--- config.mk ---
export PLATFORM = sky130hd
export DESIGN_NAME = ts_merge_arb
export DESIGN_NICKNAME = d
export VERILOG_FILES = /design/src/rtl/ts_merge_arb.sv
export SDC_FILE = /design/constraint.sdc
export NUM_CORES = 1
export LEC_CHECK = 0
export ABC_AREA = 1
export CORE_UTILIZATION = 27
export CTS_CLUSTER_SIZE = 30
export DETAILED_ROUTE_END_ITERATION = 10
export SETUP_SLACK_MARGIN = 0.15
export SYNTH_ARGS = -nofsm -noshare
export SYNTH_HDL_FRONTEND = slang
export SYNTH_SLANG_ARGS = --single-unit
--- constraint.sdc ---
create_clock -name clk -period 1.5 [get_ports clk]
set_input_delay 0.375 -clock clk [delete_from_list [all_inputs] [get_ports clk]]
set_output_delay 0.375 -clock clk [all_outputs]
set_load 0.005 [all_outputs]
--- src/rtl/ts_merge_arb.sv ---
// Round-robin arbiter that serializes one TS record at a time from N requesters onto a shared 33-bit bus.
// Optional statistics outputs (rec_cnt, drop_cnt) are built when TS_ARB_STAT_EN is defined.
module ts_merge_arb #(
  parameter int N       = 4,
  parameter int TIMEOUT = 255,
  parameter int MAX_LEN = 400,
  parameter int GAP     = 2
) (
  input  logic            clk,
  input  logic            rst_n,
  input  logic [N-1:0]    req,
  output logic [N-1:0]    gnt,
  input  logic [33*N-1:0] din,
  input  logic [N-1:0]    din_en,
  output logic [32:0]     ts_dout,
  output logic            ts_dout_en,
  output logic [2:0]      cur_port,
  output logic            err
`ifdef TS_ARB_STAT_EN
  ,
  output logic [32*N-1:0] rec_cnt,
  output logic [15:0]     drop_cnt
`endif
);

  localparam int WCW = $clog2(MAX_LEN + 1);
  localparam int TCW = $clog2(TIMEOUT + 1);
  localparam int GCW = $clog2(GAP + 2);
  localparam logic [WCW-1:0] LEN_MAX  = WCW'(MAX_LEN);
  localparam logic [TCW-1:0] TO_LAST  = TCW'(TIMEOUT - 1);
  localparam logic [GCW-1:0] GAP_LAST = (GAP == 0) ? '0 : GCW'(GAP - 1);

  typedef enum logic [1:0] {ST_IDLE, ST_WAIT, ST_XFER, ST_GAP} state_t;

  state_t         state;
  logic [2:0]     rr;
  logic [WCW-1:0] word_cnt;
  logic [TCW-1:0] wait_cnt;
  logic [GCW-1:0] gap_cnt;
  logic           trunc_done;

  // Inputs are widened to 8 lanes so a 3-bit port index always addresses them cleanly.
  logic [32:0] din_w [8];
  logic [7:0]  en_w;
  logic [7:0]  req_w;

  for (genvar gi = 0; gi < 8; gi++) begin : g_lane
    if (gi < N) begin : g_used
      assign din_w[gi] = din[33*gi +: 33];
      assign en_w[gi]  = din_en[gi];
      assign req_w[gi] = req[gi];
    end else begin : g_pad
      assign din_w[gi] = '0;
      assign en_w[gi]  = 1'b0;
      assign req_w[gi] = 1'b0;
    end
  end

  logic [32:0] sel_word;
  logic        sel_en;
  assign sel_word = din_w[cur_port];
  assign sel_en   = en_w[cur_port];

  // Scan downward so the requester closest to the pointer overwrites the others.
  logic [2:0] win;
  always_comb begin
    win = '0;
    for (int k = N - 1; k >= 0; k--) begin
      if (req_w[3'((int'(rr) + k) % N)]) win = 3'((int'(rr) + k) % N);
    end
  end

  always_ff @(posedge clk or negedge rst_n) begin
    if (!rst_n) begin
      state      <= ST_IDLE;
      rr         <= '0;
      gnt        <= '0;
      cur_port   <= '0;
      ts_dout    <= '0;
      ts_dout_en <= 1'b0;
      err        <= 1'b0;
      word_cnt   <= '0;
      wait_cnt   <= '0;
      gap_cnt    <= '0;
      trunc_done <= 1'b0;
    end else begin
      err        <= 1'b0;
      ts_dout    <= '0;
      ts_dout_en <= 1'b0;
      case (state)
        ST_IDLE: begin
          if (|req) begin
            gnt      <= N'(1) << win;
            cur_port <= win;
            wait_cnt <= '0;
            state    <= ST_WAIT;
          end
        end
        ST_WAIT: begin
          if (sel_en && sel_word[32]) begin
            ts_dout    <= sel_word;
            ts_dout_en <= 1'b1;
            word_cnt   <= WCW'(1);
            trunc_done <= 1'b0;
            state      <= ST_XFER;
          end else begin
            if (sel_en) err <= 1'b1;
            if (wait_cnt == TO_LAST) begin
              gnt     <= '0;
              err     <= 1'b1;
              gap_cnt <= '0;
              state   <= ST_GAP;
            end else begin
              wait_cnt <= wait_cnt + TCW'(1);
            end
          end
        end
        ST_XFER: begin
          if (sel_en && !sel_word[32]) begin
            if (word_cnt != LEN_MAX) begin
              ts_dout    <= sel_word;
              ts_dout_en <= 1'b1;
              word_cnt   <= word_cnt + WCW'(1);
            end else if (!trunc_done) begin
              err        <= 1'b1;
              trunc_done <= 1'b1;
            end
          end else begin
            // Either the burst ended or a stray SOF started another record: close this one.
            if (sel_en) err <= 1'b1;
            gnt     <= '0;
            gap_cnt <= '0;
            state   <= ST_GAP;
          end
        end
        ST_GAP: begin
          if (gap_cnt == GAP_LAST) begin
            rr    <= (cur_port == 3'(N - 1)) ? 3'd0 : cur_port + 3'd1;
            state <= ST_IDLE;
          end else begin
            gap_cnt <= gap_cnt + GCW'(1);
          end
        end
        default: state <= ST_IDLE;
      endcase
    end
  end

`ifdef TS_ARB_STAT_EN
  logic rec_done;
  assign rec_done = (state == ST_XFER) && (!sel_en || sel_word[32]);

  for (genvar gi = 0; gi < N; gi++) begin : g_stat
    logic [31:0] rec_reg;
    always_ff @(posedge clk or negedge rst_n) begin
      if (!rst_n) rec_reg <= '0;
      else if (rec_done && cur_port == 3'(gi)) rec_reg <= rec_reg + 32'd1;
    end
    assign rec_cnt[32*gi +: 32] = rec_reg;
  end

  always_ff @(posedge clk or negedge rst_n) begin
    if (!rst_n) drop_cnt <= '0;
    else if (err && drop_cnt != 16'hFFFF) drop_cnt <= drop_cnt + 16'd1;
  end
`endif

endmodule

======== Yosys cells after proc, flatten, opt, wreduce, memory -nomap -nowiden ========
Index checks and enable logic that the tools add are counted.
cells by class
  bitwise operators ....................... 4
  order comparisons ....................... 6
  equality and inequality tests ........... 19
  add/sub/neg operators ................... 7
  reduce and logical (&&, ||, !) cells .... 20
  shifts and indexed selects .............. 1
  mux-type cells .......................... 64
operator list
  cell                   count
  $mux W33               5
  $bmux W33 S3           1
  $pmux W33 S2           1
  $mux W9                3
  $mux W8                3
  $ne A2 B2 Y1 const B   11
  $mux W1                20
  $mux W2                10
  $pmux W9 S2            1
  $mux W4                4
  $pmux W8 S2            1
  $reduce_and A4 Y1      4
  $lt A3 B5 Y1 const B   3
  $bmux W1 S3            4
  $mux W3                4
  $pmux W4 S3            1
  $reduce_and A5 Y1      2
  $add A9 B1 Y9 const B  1
  $ne A9 B9 Y1 const B   1
  $add A8 B1 Y8 const B  1
  $eq A8 B8 Y1 const B   1
  $pmux W2 S4            1
  $add A2 B1 Y2 const B  3
  $pmux W1 S2            3
  other kinds (21)       32
storage, ports and cells
  bits of input ports ..................... 142
  flip-flop bits (word level) ............. 66

======== Logic depth before layout (Yosys ltp) ========
  word-level depth ........................ 13
  depth in mapped cells ................... 14
  mapped depth without buffers ............ 13

======== Worst setup path before layout ========
Ideal clock, no wire load.
  path kind ............................... reg-to-reg
  start point ............................. reg cur_port[0]
  end point ............................... reg word_cnt[0]
  setup slack ............................. -0.068 ns
  data required time ...................... 1.371 ns
  arrival ................................. 1.439 ns
  setup time .............................. 0.129 ns
  cell stages (with the launch flop) ...... 13
  clock period less this slack ............ 1.568 ns
  cell sequence ........................... dfrtp_1 > buf_4 > inv_2 > nand2_1 > nand2_1 > nand2_1 > nand2_1 > nand2_2 > nand2_2 > nand2_2 > nor2_4 > buf_6 > o21ai_0
on the way
  word-level cells in the longest chain between the ends .. 8
  elaborated cells on any way between the ends .. 12
ends and longest elaborated chain
  item                                          line  source
  start, declared                               17    output logic [2:0] cur_port,
  start signal, assigned                        94    cur_port <= win;
  $not A3 Y4 (implied by the code)              61    assign sel_word = din_w[cur_port];
  $bmux W33 S3                                  61
  $mux W33 (implied by the code) (2 in series)  61
  $logic_not A1 Y1                              119   if (sel_en && !sel_word[32]) begin
  $logic_and A1 B1 Y1                           119
  $ne A2 B2 Y1 (no source line)                 -
  $reduce_and A4 Y1 (no source line) *          -
  end signal, assigned                          123   word_cnt <= word_cnt + WCW'(1);
  end, declared                                 37    logic [WCW-1:0] word_cnt;
Mark *: on every way between the ends. The rest lies on a longest branch, timed or not. The select of a mux whose other input is x is not followed.
A chain may end at the register's enable or synchronous reset.

======== Final worst setup path ========
  start point ............................. reg cur_port[0]
  end point ............................... out cur_port[0]
No word-level cell between the ends.

==> flow_summary.json <==
{
  "status": "finished, violations left",
  "violations": "setup timing",
  "finalNetCount": 985,
  "drt_iter0_drc": 179,
  "ys_warn_count": 0,
  "pre_cts_ws_ns": -0.566,
  "syn-num-nets": 741,
  "ys_seq_area_share_pct": 38.8,
  "post_route_cells_drive_above_1_share_pct": 26.9,
  "grt_max_degree": 43,
  "dp.cells": 981,
  "die_h_um": 127,
  "pin_count": 184,
  "synth_compound_area_share_pct": 15.6,
  "setup_slack_ns": -0.308,
  "numCtsBuffers": 9,
  "cts.clk_slew.worst_paths_ns": 0.06,
  "io_buffers": 182,
  "synthSimpleGateAreaFrac_pct": 32.7,
  "cp-end-kind": "primary output",
  "vdd_drop_max_mv": 0.746,
  "core_area_mm2": 0.0152,
  "path_class": "flip-flop to primary output",
  "leakage_nw": 3.47,
  "vias": 4748,
  "antenna_found_initial": 0,
  "reg2regPathDepth": 12,
  "cts.sinks": 65,
  "die_area_mm2": 0.0160,
  "min_path_type": "input port to asynchronous set/reset pin",
  "start_util_pct": 27.6,
  "clock-root-buffer": "clkbuf_16",
  "start_kind": "flip-flop",
  "htreeDepth": 3,
  "total_power_mw": 11.8,
  "die_w_um": 127,
  "tns_ns": -11.91,
  "antenna_cells": 0,
  "finalSetupViolCount": 64,
  "yosys.area_share.adder_pct": 3.28,
  "finalHoldViolations": 0,
  "grt_pass1_wl_mm": 22.7,
  "final_cells": 1025,
  "drt-total-wl_mm": 14.6,
  "avgSynthCellArea_um2": 7.13,
  "cts_tree": "built",
  "powerDensity_mw_per_mm2": 1580,
  "num_rows": 45,
  "first_global_vias": 4585,
  "finalClockSkew_ns": 0.00601,
  "dr.pass1.iters": 4,
  "post-route-period-util_pct": 121,
  "routabilityCongestion": 0.798,
  "cp_max_fo": 4,
  "insertion_delay_ns": 0.33,
  "grt_overflow": 0,
  "grt_use_total_pct": 18.3,
  "finalCriticalPeriod_ns": 1.81,
  "synth_cell_types": 33,
  "rsz0062_at_grt": "yes",
  "netlist_area_mm2": 0.00419,
  "area.growth.synth_to_final_pct": 78.6,
  "synthMuxAreaShare_pct": 0,
  "synth-seq-cells": 65,
  "avgRoutedWirePerCell_um": 14.2,
  "drc": 0,
  "synth_top_family_by_area": "simple AND/OR/NAND/NOR gates",
  "dp_hpwl_mm": 10.5,
  "cp.required_ns": 1.12,
  "synthXorXnorAreaFrac_pct": 1.88,
  "arrival_ns": 1.43,
  "slew_violations": 0,
  "synthCells": 588,
  "fmax_mhz": 553,
  "fill_cells": 1461,
  "max_cap_violations": 0,
  "drtAntennaViolNets": 0,
  "viasPerCell": 4.63,
  "cts_buffer_depth": 2
}
-- per-layer routing --
metal | vias to the layer above | share of wire, % | GRT usage, %
li1 | 2398 | - | -
met1 | 2178 | 42 | 21.9
met2 | 152 | 49 | 30.8
met3 | 20 | 6.9 | 5.15
met4 | 0 | 2.2 | 7.44
met5 | - | 0 | 0
-- report_power, final --
part | switching, mW | internal [mW]
combinational | 4.19 | 3.28
clock | 0.753 | 1.20
sequential | 0.253 | 2.15
total | 5.20 | 6.63
-- layout make-up --
cell class,instances,area (µm²),share of cell area [%]
Sequential cell,65,1630,21.8
Multi-Input combinational cell,448,2590,34.6
Clock buffer,13,260,3.47
Timing Repair Buffer,263,2560,34.2
Clock inverter,3,15.0,0.200
Tap cell,188,235,3.14
Inverter,45,191,2.56
-- metrics by stage --
step | utilization, % | hold WS, ns | instance area, µm²
finish | 49.3 | 0.493 | 7490
global route | 49.3 | 0.523 | 7490
CTS | 47.4 | 0.492 | 7210
detailed placement | 43.3 | 0.301 | 6580
global placement | 43.3 | 0.301 | 6580
floorplan | - | 0.0794 | 4260
-- sequential cells by signal, indices dropped and copies added (netlist names) --
name,count
gap_cnt,2
ts_dout,33
ts_dout_en,1
word_cnt,9
err,1
wait_cnt,8
gnt,4
trunc_done,1
rr,2
state,2
cur_port,2
-- Yosys cell counts (all sizes together) --
master	instances	area share (%)
ha	11	3.3
nor3b	1	0.18
nand2	223	20
nand4	3	0.45
clkbuf	19	1.7
o211ai	1	0.18
and3	1	0.15
o21ai	28	3.6
conb	1	0.089
nor2	22	2.1
nand3	66	8.4
or2	3	0.45
a21oi	71	11
inv	45	4.0
nor4	1	0.15
xor2	9	1.9
o31ai	3	0.54
buf	11	2.0
a211oi	1	0.18
dfrtp	65	39
nor3	3	0.48
-- final timing paths --
check | to | slack [ns] | start
worst max-delay path | cur_port[0] | -0.31 | cur_port[0]
worst min-delay path | state[1] | 0.49 | rst_n
worst max register to register | ts_dout[19] | -0.26 | cur_port[0]
worst min register to register | gnt[2] | 0.50 | gnt[2]
max in group asynchronous | rr[0] | 0.53 | rst_n
min in group clk | gnt[2] | 0.50 | gnt[2]
-- cell families after synthesis --
logic type	after synthesis
simple gates	323
compound gates	104
buf+inv	75
flops	65
fa+ha+maj	11
xor+xnor	9
other cells	1
-- cell usage in the layout (no fill, tap or decap), drive strengths merged, types with 15 or more instances in the layout --
master         count
nor2              22
nand3             66
clkbuf            15
buf               81
nand2            223
clkdlybuf4s15     31
inv               44
o21ai             28
dfrtp             65
a21oi             71
clkdlybuf4s50    138
-- worst max-delay path, stage by stage (launching register included) --
cell	delay [ns]
dfrtp_2	0.46
buf_4	0.16
buf_4	0.12
buf_6	0.11
dlygate4sd2_1	0.25
-- repair_timing --
action	in CTS	in global routing
hold buffers	1	0
pin swaps	20	19
buffers inserted	16	9
resized for setup	144	66
endpoints found under the setup margin	106	82
endpoints found under the hold margin	19	0
cloned	1	1
No activity file was read; power rests on OpenSTA's default activity.
